--- src/rtl/mutative_types.sv ---
// rtl/mutative_types.sv - shared types and defaults for the mutative cache reconfiguration logic
package mutative_types;
  localparam int SETS_DEF     = 16;
  localparam int MAX_WAYS_DEF = 8;

  typedef enum logic [1:0] {
    DM = 2'b00,
    W2 = 2'b01,
    W4 = 2'b10,
    W8 = 2'b11
  } setup_t;

  localparam setup_t RESET_SETUP_DEF = W4;

  typedef enum logic [2:0] {
    IDLE,
    DRAIN,
    PROBE,
    CHECK,
    WB,
    INV,
    PLRU_CLR,
    COMMIT
  } reconfig_state_t;
endpackage

--- src/rtl/mutative_walk_counter.sv ---
// rtl/mutative_walk_counter.sv - set/way walk counters for the reconfiguration flush
// Both counters wrap to zero on their last index, so no terminal compare is needed elsewhere.
module mutative_walk_counter #(
  parameter int SETS         = 16,
  parameter int MAX_WAYS     = 8,
  parameter int SET_IDX_BITS = $clog2(SETS),
  parameter int WAY_IDX_BITS = $clog2(MAX_WAYS)
) (
  input  logic                    clk,
  input  logic                    rst,
  input  logic                    clear_i,
  input  logic                    inc_way_i,
  input  logic                    inc_set_i,
  output logic [SET_IDX_BITS-1:0] set_o,
  output logic [WAY_IDX_BITS-1:0] way_o,
  output logic                    last_way_o,
  output logic                    last_set_o
);
  logic [SET_IDX_BITS-1:0] set_q, set_d;
  logic [WAY_IDX_BITS-1:0] way_q, way_d;

  assign last_way_o = (way_q == WAY_IDX_BITS'(MAX_WAYS - 1));
  assign last_set_o = (set_q == SET_IDX_BITS'(SETS - 1));
  assign set_o      = set_q;
  assign way_o      = way_q;

  always_comb begin
    set_d = set_q;
    way_d = way_q;
    if (clear_i) begin
      set_d = '0;
      way_d = '0;
    end else begin
      if (inc_way_i) way_d = last_way_o ? '0 : way_q + WAY_IDX_BITS'(1);
      if (inc_set_i) set_d = last_set_o ? '0 : set_q + SET_IDX_BITS'(1);
    end
  end

  always_ff @(posedge clk or posedge rst) begin
    if (rst) begin
      set_q <= '0;
      way_q <= '0;
    end else begin
      set_q <= set_d;
      way_q <= way_d;
    end
  end
endmodule

--- src/rtl/mutative_reconfig_ctrl.sv ---
// rtl/mutative_reconfig_ctrl.sv - sequences a run-time associativity change of the mutative cache
// Drains the CPU side, flushes/invalidates every physical line, clears PLRU, then commits the new setup.
module mutative_reconfig_ctrl
  import mutative_types::*;
#(
  parameter int         SETS         = SETS_DEF,
  parameter int         MAX_WAYS     = MAX_WAYS_DEF,
  parameter int         SET_IDX_BITS = $clog2(SETS),
  parameter int         WAY_IDX_BITS = $clog2(MAX_WAYS),
  parameter logic [1:0] RESET_SETUP  = 2'b10
) (
  input  logic                    clk,
  input  logic                    rst,
  input  logic                    cfg_req_valid,
  input  logic [1:0]              cfg_req_setup,
  output logic                    cfg_req_ready,
  output logic [1:0]              setup,
  output logic                    stall_req,
  input  logic                    cache_busy,
  output logic                    walk_valid,
  output logic [SET_IDX_BITS-1:0] walk_set,
  output logic [WAY_IDX_BITS-1:0] walk_way,
  input  logic                    line_valid,
  input  logic                    line_dirty,
  output logic                    wb_req,
  input  logic                    wb_ack,
  output logic                    inv_we,
  output logic                    plru_clr,
  output logic                    cfg_done,
  output logic                    busy
);
  reconfig_state_t state_q, state_d;
  setup_t          setup_q, pending_q;
  logic            lv_q, ld_q;
  logic            cnt_clear, inc_way, inc_set, last_way, last_set;

  mutative_walk_counter #(
    .SETS        (SETS),
    .MAX_WAYS    (MAX_WAYS),
    .SET_IDX_BITS(SET_IDX_BITS),
    .WAY_IDX_BITS(WAY_IDX_BITS)
  ) u_walk_counter (
    .clk       (clk),
    .rst       (rst),
    .clear_i   (cnt_clear),
    .inc_way_i (inc_way),
    .inc_set_i (inc_set),
    .set_o     (walk_set),
    .way_o     (walk_way),
    .last_way_o(last_way),
    .last_set_o(last_set)
  );

  assign setup = setup_q;

  always_comb begin
    state_d       = state_q;
    cfg_req_ready = 1'b0;
    stall_req     = 1'b1;
    busy          = 1'b1;
    walk_valid    = 1'b0;
    wb_req        = 1'b0;
    inv_we        = 1'b0;
    plru_clr      = 1'b0;
    cfg_done      = 1'b0;
    cnt_clear     = 1'b0;
    inc_way       = 1'b0;
    inc_set       = 1'b0;
    unique case (state_q)
      IDLE: begin
        cfg_req_ready = 1'b1;
        stall_req     = 1'b0;
        busy          = 1'b0;
        if (cfg_req_valid) state_d = (setup_t'(cfg_req_setup) == setup_q) ? COMMIT : DRAIN;
      end
      DRAIN: begin
        if (!cache_busy) begin
          cnt_clear = 1'b1;
          state_d   = PROBE;
        end
      end
      PROBE: begin
        walk_valid = 1'b1;
        state_d    = CHECK;
      end
      CHECK: state_d = (line_valid && line_dirty) ? WB : INV;
      WB: begin
        wb_req = 1'b1;
        if (wb_ack) state_d = INV;
      end
      INV: begin
        // Clean-but-valid lines still need invalidating; invalid lines get no write.
        inv_we  = lv_q;
        inc_way = 1'b1;
        state_d = last_way ? PLRU_CLR : PROBE;
      end
      PLRU_CLR: begin
        plru_clr = 1'b1;
        inc_set  = 1'b1;
        state_d  = last_set ? COMMIT : PROBE;
      end
      COMMIT: begin
        cfg_done = 1'b1;
        state_d  = IDLE;
      end
      default: state_d = IDLE;
    endcase
  end

  always_ff @(posedge clk or posedge rst) begin
    if (rst) begin
      state_q   <= IDLE;
      setup_q   <= setup_t'(RESET_SETUP);
      pending_q <= DM;
      lv_q      <= 1'b0;
      ld_q      <= 1'b0;
    end else begin
      state_q <= state_d;
      if (state_q == IDLE && cfg_req_valid) pending_q <= setup_t'(cfg_req_setup);
      if (state_q == CHECK) begin
        lv_q <= line_valid;
        ld_q <= line_dirty;
      end
      if (state_q == COMMIT) setup_q <= pending_q;
    end
  end
endmodule

--- config.mk ---
export PLATFORM = sky130hd
export DESIGN_NAME = mutative_reconfig_ctrl
export DESIGN_NICKNAME = d
export VERILOG_FILES = /design/src/rtl/mutative_types.sv /design/src/rtl/mutative_walk_counter.sv /design/src/rtl/mutative_reconfig_ctrl.sv
export SDC_FILE = /design/constraint.sdc
export NUM_CORES = 1
export LEC_CHECK = 0
export CAP_MARGIN = 20
export CORE_ASPECT_RATIO = 0.8
export CORE_UTILIZATION = 43
export CTS_BUF_LIST = sky130_fd_sc_hd__clkbuf_4 sky130_fd_sc_hd__clkbuf_8
export DETAILED_ROUTE_END_ITERATION = 10
export GPL_TIMING_DRIVEN = 0
export PLACE_DENSITY_LB_ADDON = 0.3
export RECOVER_POWER = 50
export SYNTH_ARGS = -nofsm -noshare
export SYNTH_HDL_FRONTEND = slang
export SYNTH_SLANG_ARGS = --single-unit
--- constraint.sdc ---
create_clock -name clk -period 1.45 [get_ports clk]
set_input_delay 0.2175 -clock clk [delete_from_list [all_inputs] [get_ports clk]]
set_output_delay 0.2175 -clock clk [all_outputs]
set_load 0.05 [all_outputs]
======== Word level (Yosys, flattened, before mapping) ========
Cells that the tools add are included.
storage, ports and cells
  register bits ........................... 15
  bits in latches ......................... 0
  bits in writable memories ............... 0
  ROM bits ................................ 0
  output and inout port bits .............. 17
  memories kept ........................... 0
operators by class
  $add $sub $neg .......................... 2
  $mul .................................... 0
  div/mod/pow operators ................... 0
  magnitude comparators ................... 0
  equal/unequal tests ..................... 13
  shift-type cells ........................ 0
  mux-type cells .......................... 24
  bitwise gates (word level) .............. 0
  reductions and logical operators ........ 6
operators with widths
  cell                                           count
  two-way mux 3 bit                              9
  one-hot mux 3 bit (8 select lines)             1
  == test 3 bit, second input constant           5
  two-way mux 4 bit                              3
  two-way mux 1 bit                              11
  == test 3 x 2 -> 1 bit, second input constant  2
  != test 2 bit, second input constant           3
  adder 4 x 1 -> 4 bit, second input constant    1
  == test 4 bit, second input constant           1
  nonzero test 2 bit                             2
  adder 3 x 1 -> 3 bit, second input constant    1
  == test 3 x 1 -> 1 bit, second input constant  1
  logical NOT 3 bit                              1
  AND reduction 3 bit                            1
  == test 2 bit                                  1
  logical AND 1 bit                              2

======== Longest topological paths before layout ========
  depth after elaboration ................. 4
  mapped depth ............................ 7
  mapped depth without buffers ............ 7

======== Cells and area by module ========
A second synthesis with hierarchy kept.
second synthesis, totals
  cells, all modules ...................... 87
  area, all modules ....................... 884.6 sq um
modules (own cells, without submodules)
  module                  instances  cells each  area an instance (sq um)  sequential area each (sq um)
  mutative_reconfig_ctrl  1          54          525.5                     201.4
  mutative_walk_counter   1          33          359.1                     175.2

======== Least setup slack after synthesis ========
OpenSTA, ideal clock, no wires.
  path type ............................... register -> output
  start ................................... reg state_q[0]
  end ..................................... out stall_req
  data arrival time ....................... 1.618 ns
  required time ........................... 1.233 ns
  setup slack ............................. -0.385 ns
  stages on the path, launching flop included .. 6
  path through ............................ dfrtp_1 -> inv_1 -> ha_1 -> and2b_2 -> inv_1 -> buf_4
on the way
  word-level cells in the longest chain between the ends .. 2
ends and longest elaborated chain
  element                   line                           text
  start: declaration        mutative_reconfig_ctrl.sv:32   reconfig_state_t state_q, state_d;
  start signal: assignment  mutative_reconfig_ctrl.sv:118  state_q <= state_d;
  logical NOT 3 bit         n/a
  two-way mux 1 bit         n/a
  end: declaration          mutative_reconfig_ctrl.sv:18   output logic stall_req,
No other way between the ends.

======== Worst setup path after layout ========
  start ................................... reg state_q[0]
  end ..................................... reg state_q[0]
on the way
  word-level cells in the longest chain between the ends .. 3
  elaborated cells on any way between the ends .. 13
  classes of those cells .................. eq/ne (10); mux (1); reduce/logical (2)
ends and longest elaborated chain
  element                                line                          text
  == test 3 bit (tied with other cells)  mutative_reconfig_ctrl.sv:69  unique case (state_q)
  != test 2 bit (no source line)         n/a
  AND reduction 3 bit (no source line)   n/a
Parallel ways exist; a longest one is shown, timed or not.
A chain may end at the register's enable or synchronous reset.

==> flow_metrics.py <==
metrics = {
    "run_status": {
        "outcome": "complete, but fails checks",
        "violations": "negative setup slack",
    },
    "setup_path": {
        "worstPathMaxFanout": 3,
        "end_kind": "flip-flop",
        "crit_arrival_ps": 1930,
        "crit_type": "flip-flop to flip-flop",
        "start_kind": "flip-flop",
        "worstPathRequired_ps": 1640,
    },
    "logic_synthesis": {
        "ys_types": 31,
        "syn-cell-area_um2": 896,
        "ys_seq_area_share_pct": 42.0,
        "synth_edf_count": 0,
        "synth_ff_type": "dfrtp_1",
        "synthArstFlopShare_pct": 100,
        "yosys_warnings": 0,
        "synth_area_per_cell_um2": 10.5,
        "synth_fp_nets": 101,
        "synth_cells": 85,
        "ys_ff_latch": 15,
    },
    "routing": {
        "wl_um": 2470,
        "wl_per_cell_um": 16.1,
        "drcViolationCount": 0,
        "first_pass_iters": 4,
        "drt_iter0_markers": 13,
        "num_vias": 818,
        "ant_nets": 0,
        "vias_per_cell": 5.35,
    },
    "die": {
        "die_height_um": 42.8,
        "ios": 26,
        "start_util_pct": 46.5,
        "core_mm2": 0.00193,
        "num_rows": 14,
        "dieArea_mm2": 0.00227,
        "die_w_um": 53.0,
    },
    "grt": {
        "overflow": 0,
        "grt_pass1_wl_um": 3600,
        "grt_max_degree": 16,
        "grt_usage_pct": 22.7,
        "grt_pass1_vias": 781,
        "grt_antenna_before_repair": 0,
    },
    "hold_path": {
        "hp-class": "input port to async pin",
    },
    "layout": {
        "diodes": 0,
        "area_delta_synth_final_pct": 64.1,
        "fin_nets": 146,
        "design_area_mm2": 0.00147,
        "drive_gt1_share_pct": 55.0,
    },
    "power": {
        "total_power_mw": 3.39,
        "power.leakage_nw": 0.721,
        "vdd_drop_max_mv": 1.60,
        "powerDensity_mw_per_mm2": 2300,
    },
    "sta": {
        "min_period_ps": 1740,
        "fin_crit_sh_pct": 120,
        "clock.fmax_mhz": 575,
        "hold_violations": 0,
        "setup_viol": 17,
        "fin_ws_ps": -290,
        "clock_skew_ps": 13.4,
        "grt_setup_unrepaired": "yes",
        "tightest_slew_ps": 581,
        "maxSlewViolCount": 0,
        "relSlewSlack_pct": 61.2,
        "final.setup.tns_ps": -3020,
    },
    "cts": {
        "clockRootBuffer": "clkbuf_4",
        "clock-sinks": 15,
        "cts_tree": "yes",
        "clk_latency_ps": 300,
        "cts_buffers": 3,
        "clk_pin_slew_ps": 100,
        "cts_htree_levels": 1,
        "clk_path_buf_depth": 2,
    },
    "place": {
        "hpwl_um": 1540,
        "dp_slack_ps": -593,
        "place_congestion": 0.848,
        "port_buffers": 25,
        "placed_area_mm2": 0.00122,
    },
    "flow_run": {
        "cap_violations": 0,
    },
}
-- layout make-up --
class | instances | area [µm²]
Buffer | 4 | 51.3
Clock buffer | 4 | 30.0
Fill cell | 127 | 457
Inverter | 10 | 45.0
Multi-Input combinational cell | 56 | 556
Sequential cell | 15 | 380
Tap cell | 24 | 30.0
Timing Repair Buffer | 40 | 378
-- critical path, cell delays in order, from the launching register on --
cell and delay, ps:
dfrtp_1 410, inv_2 70, ha_4 170, buf_4 140, buf_6 110, a41o_1 240, o22ai_2 150, nand2_1 70
mux2_4 260
-- placed cells by master (no fill, tap or decap), types with 3 or more instances in the layout --
cell and count:
clkbuf_2 3, nand2_4 3, mux2_4 3, dfrtp_2 3, buf_4 12, inv_1 5, mux2_2 3, ha_4 3
clkdlybuf4s15_1 3, buf_6 10, buf_8 4, xor2_1 3, inv_2 3, clkbuf_4 4, dfrtp_1 11, o21ai_1 4
nand2_1 5, a32o_1 3, clkdlybuf4s50_1 7
-- power breakdown --
group          switching [mW]  internal (mW)  total (mW)  leakage [nW]
sequential              0.135          0.593       0.728         0.185
combinational            1.28           1.11        2.39         0.517
clock                   0.141          0.126       0.267        0.0184
total                    1.56           1.83        3.39         0.721
-- cell usage after synthesis (all sizes together) (2+ instances only) --
library cell	number	area share [%]
mux2	6	7.5
buf	3	2.9
o22ai	2	1.4
ha	7	9.8
a32o	3	3.4
nor2	3	1.3
dfrtp	14	39
inv	10	4.2
and2b	2	2.0
xor2	3	2.9
a311oi	2	2.0
nand2	9	3.8
and3	2	1.4
o21ai	4	2.2
-- final timing paths --
kind | from | end | slack, ps | cells after the start
setup / recovery | state_q[0]$_DFFE_PP0P_ | state_q[0]$_DFFE_PP0P_ | -290 | 8
hold / removal | rst | lv_q$_DFFE_PP0P_ | 400 | 2
setup reg to reg | state_q[0]$_DFFE_PP0P_ | state_q[0]$_DFFE_PP0P_ | -290 | 8
hold reg to reg | pending_q[0]$_DFFE_PP0P_ | setup[0]$_DFFE_PP0P_ | 520 | 1
max in group asynchronous | rst | u_walk_counter.way_o[0]$_DFFE_PP0P_ | 620 | 2
min in group clk | pending_q[0]$_DFFE_PP0P_ | setup[0]$_DFFE_PP0P_ | 520 | 1
-- per-layer routing --
| metal | track usage [%] | routed length (µm) | up-vias |
|---|---|---|---|
| li1 | - | - | 386 |
| met1 | 26.9 | 1020 | 401 |
| met2 | 37.2 | 1240 | 24 |
| met3 | 8.60 | 162 | 7 |
| met4 | 7.89 | 41 | 0 |
| met5 | 0 | 0 | - |
-- cells by family after synthesis --
logic type | count (synthesis) | share of synthesized area [%]
AND/OR/NAND/NOR | 20 | 11.7
AO/OA/AOI/OAI | 19 | 16.2
flip-flops | 15 | 42.0
buffers and inverters | 14 | 8.66
multiplexers | 7 | 8.66
adder cells (fa/ha/maj) | 7 | 9.78
XOR/XNOR | 3 | 2.93
-- stage by stage --
stage	util, %	std cells	hold slack (ps)
global route	76.3	153	455
detailed placement	63.6	134	493
global placement	63.6	134	482
CTS	73.1	148	286
floorplan	-	85	118
finish	76.3	153	402
-- sequential cells by signal, summed over array words and instances, names as in the netlist --
signal and count:
lv_q 1, pending_q 2, setup 2, state_q 3, u_walk_counter.set_o 4, u_walk_counter.way_o 3
-- timing repair --
item | CTS | global route
endpoints found under the setup margin | 26 | 27
pin swaps | 6 | 0
buffers inserted | 10 | 5
hold buffers | 0 | 0
gates resized for setup | 92 | 22
Note: power is estimated with default switching activity, not from simulation.
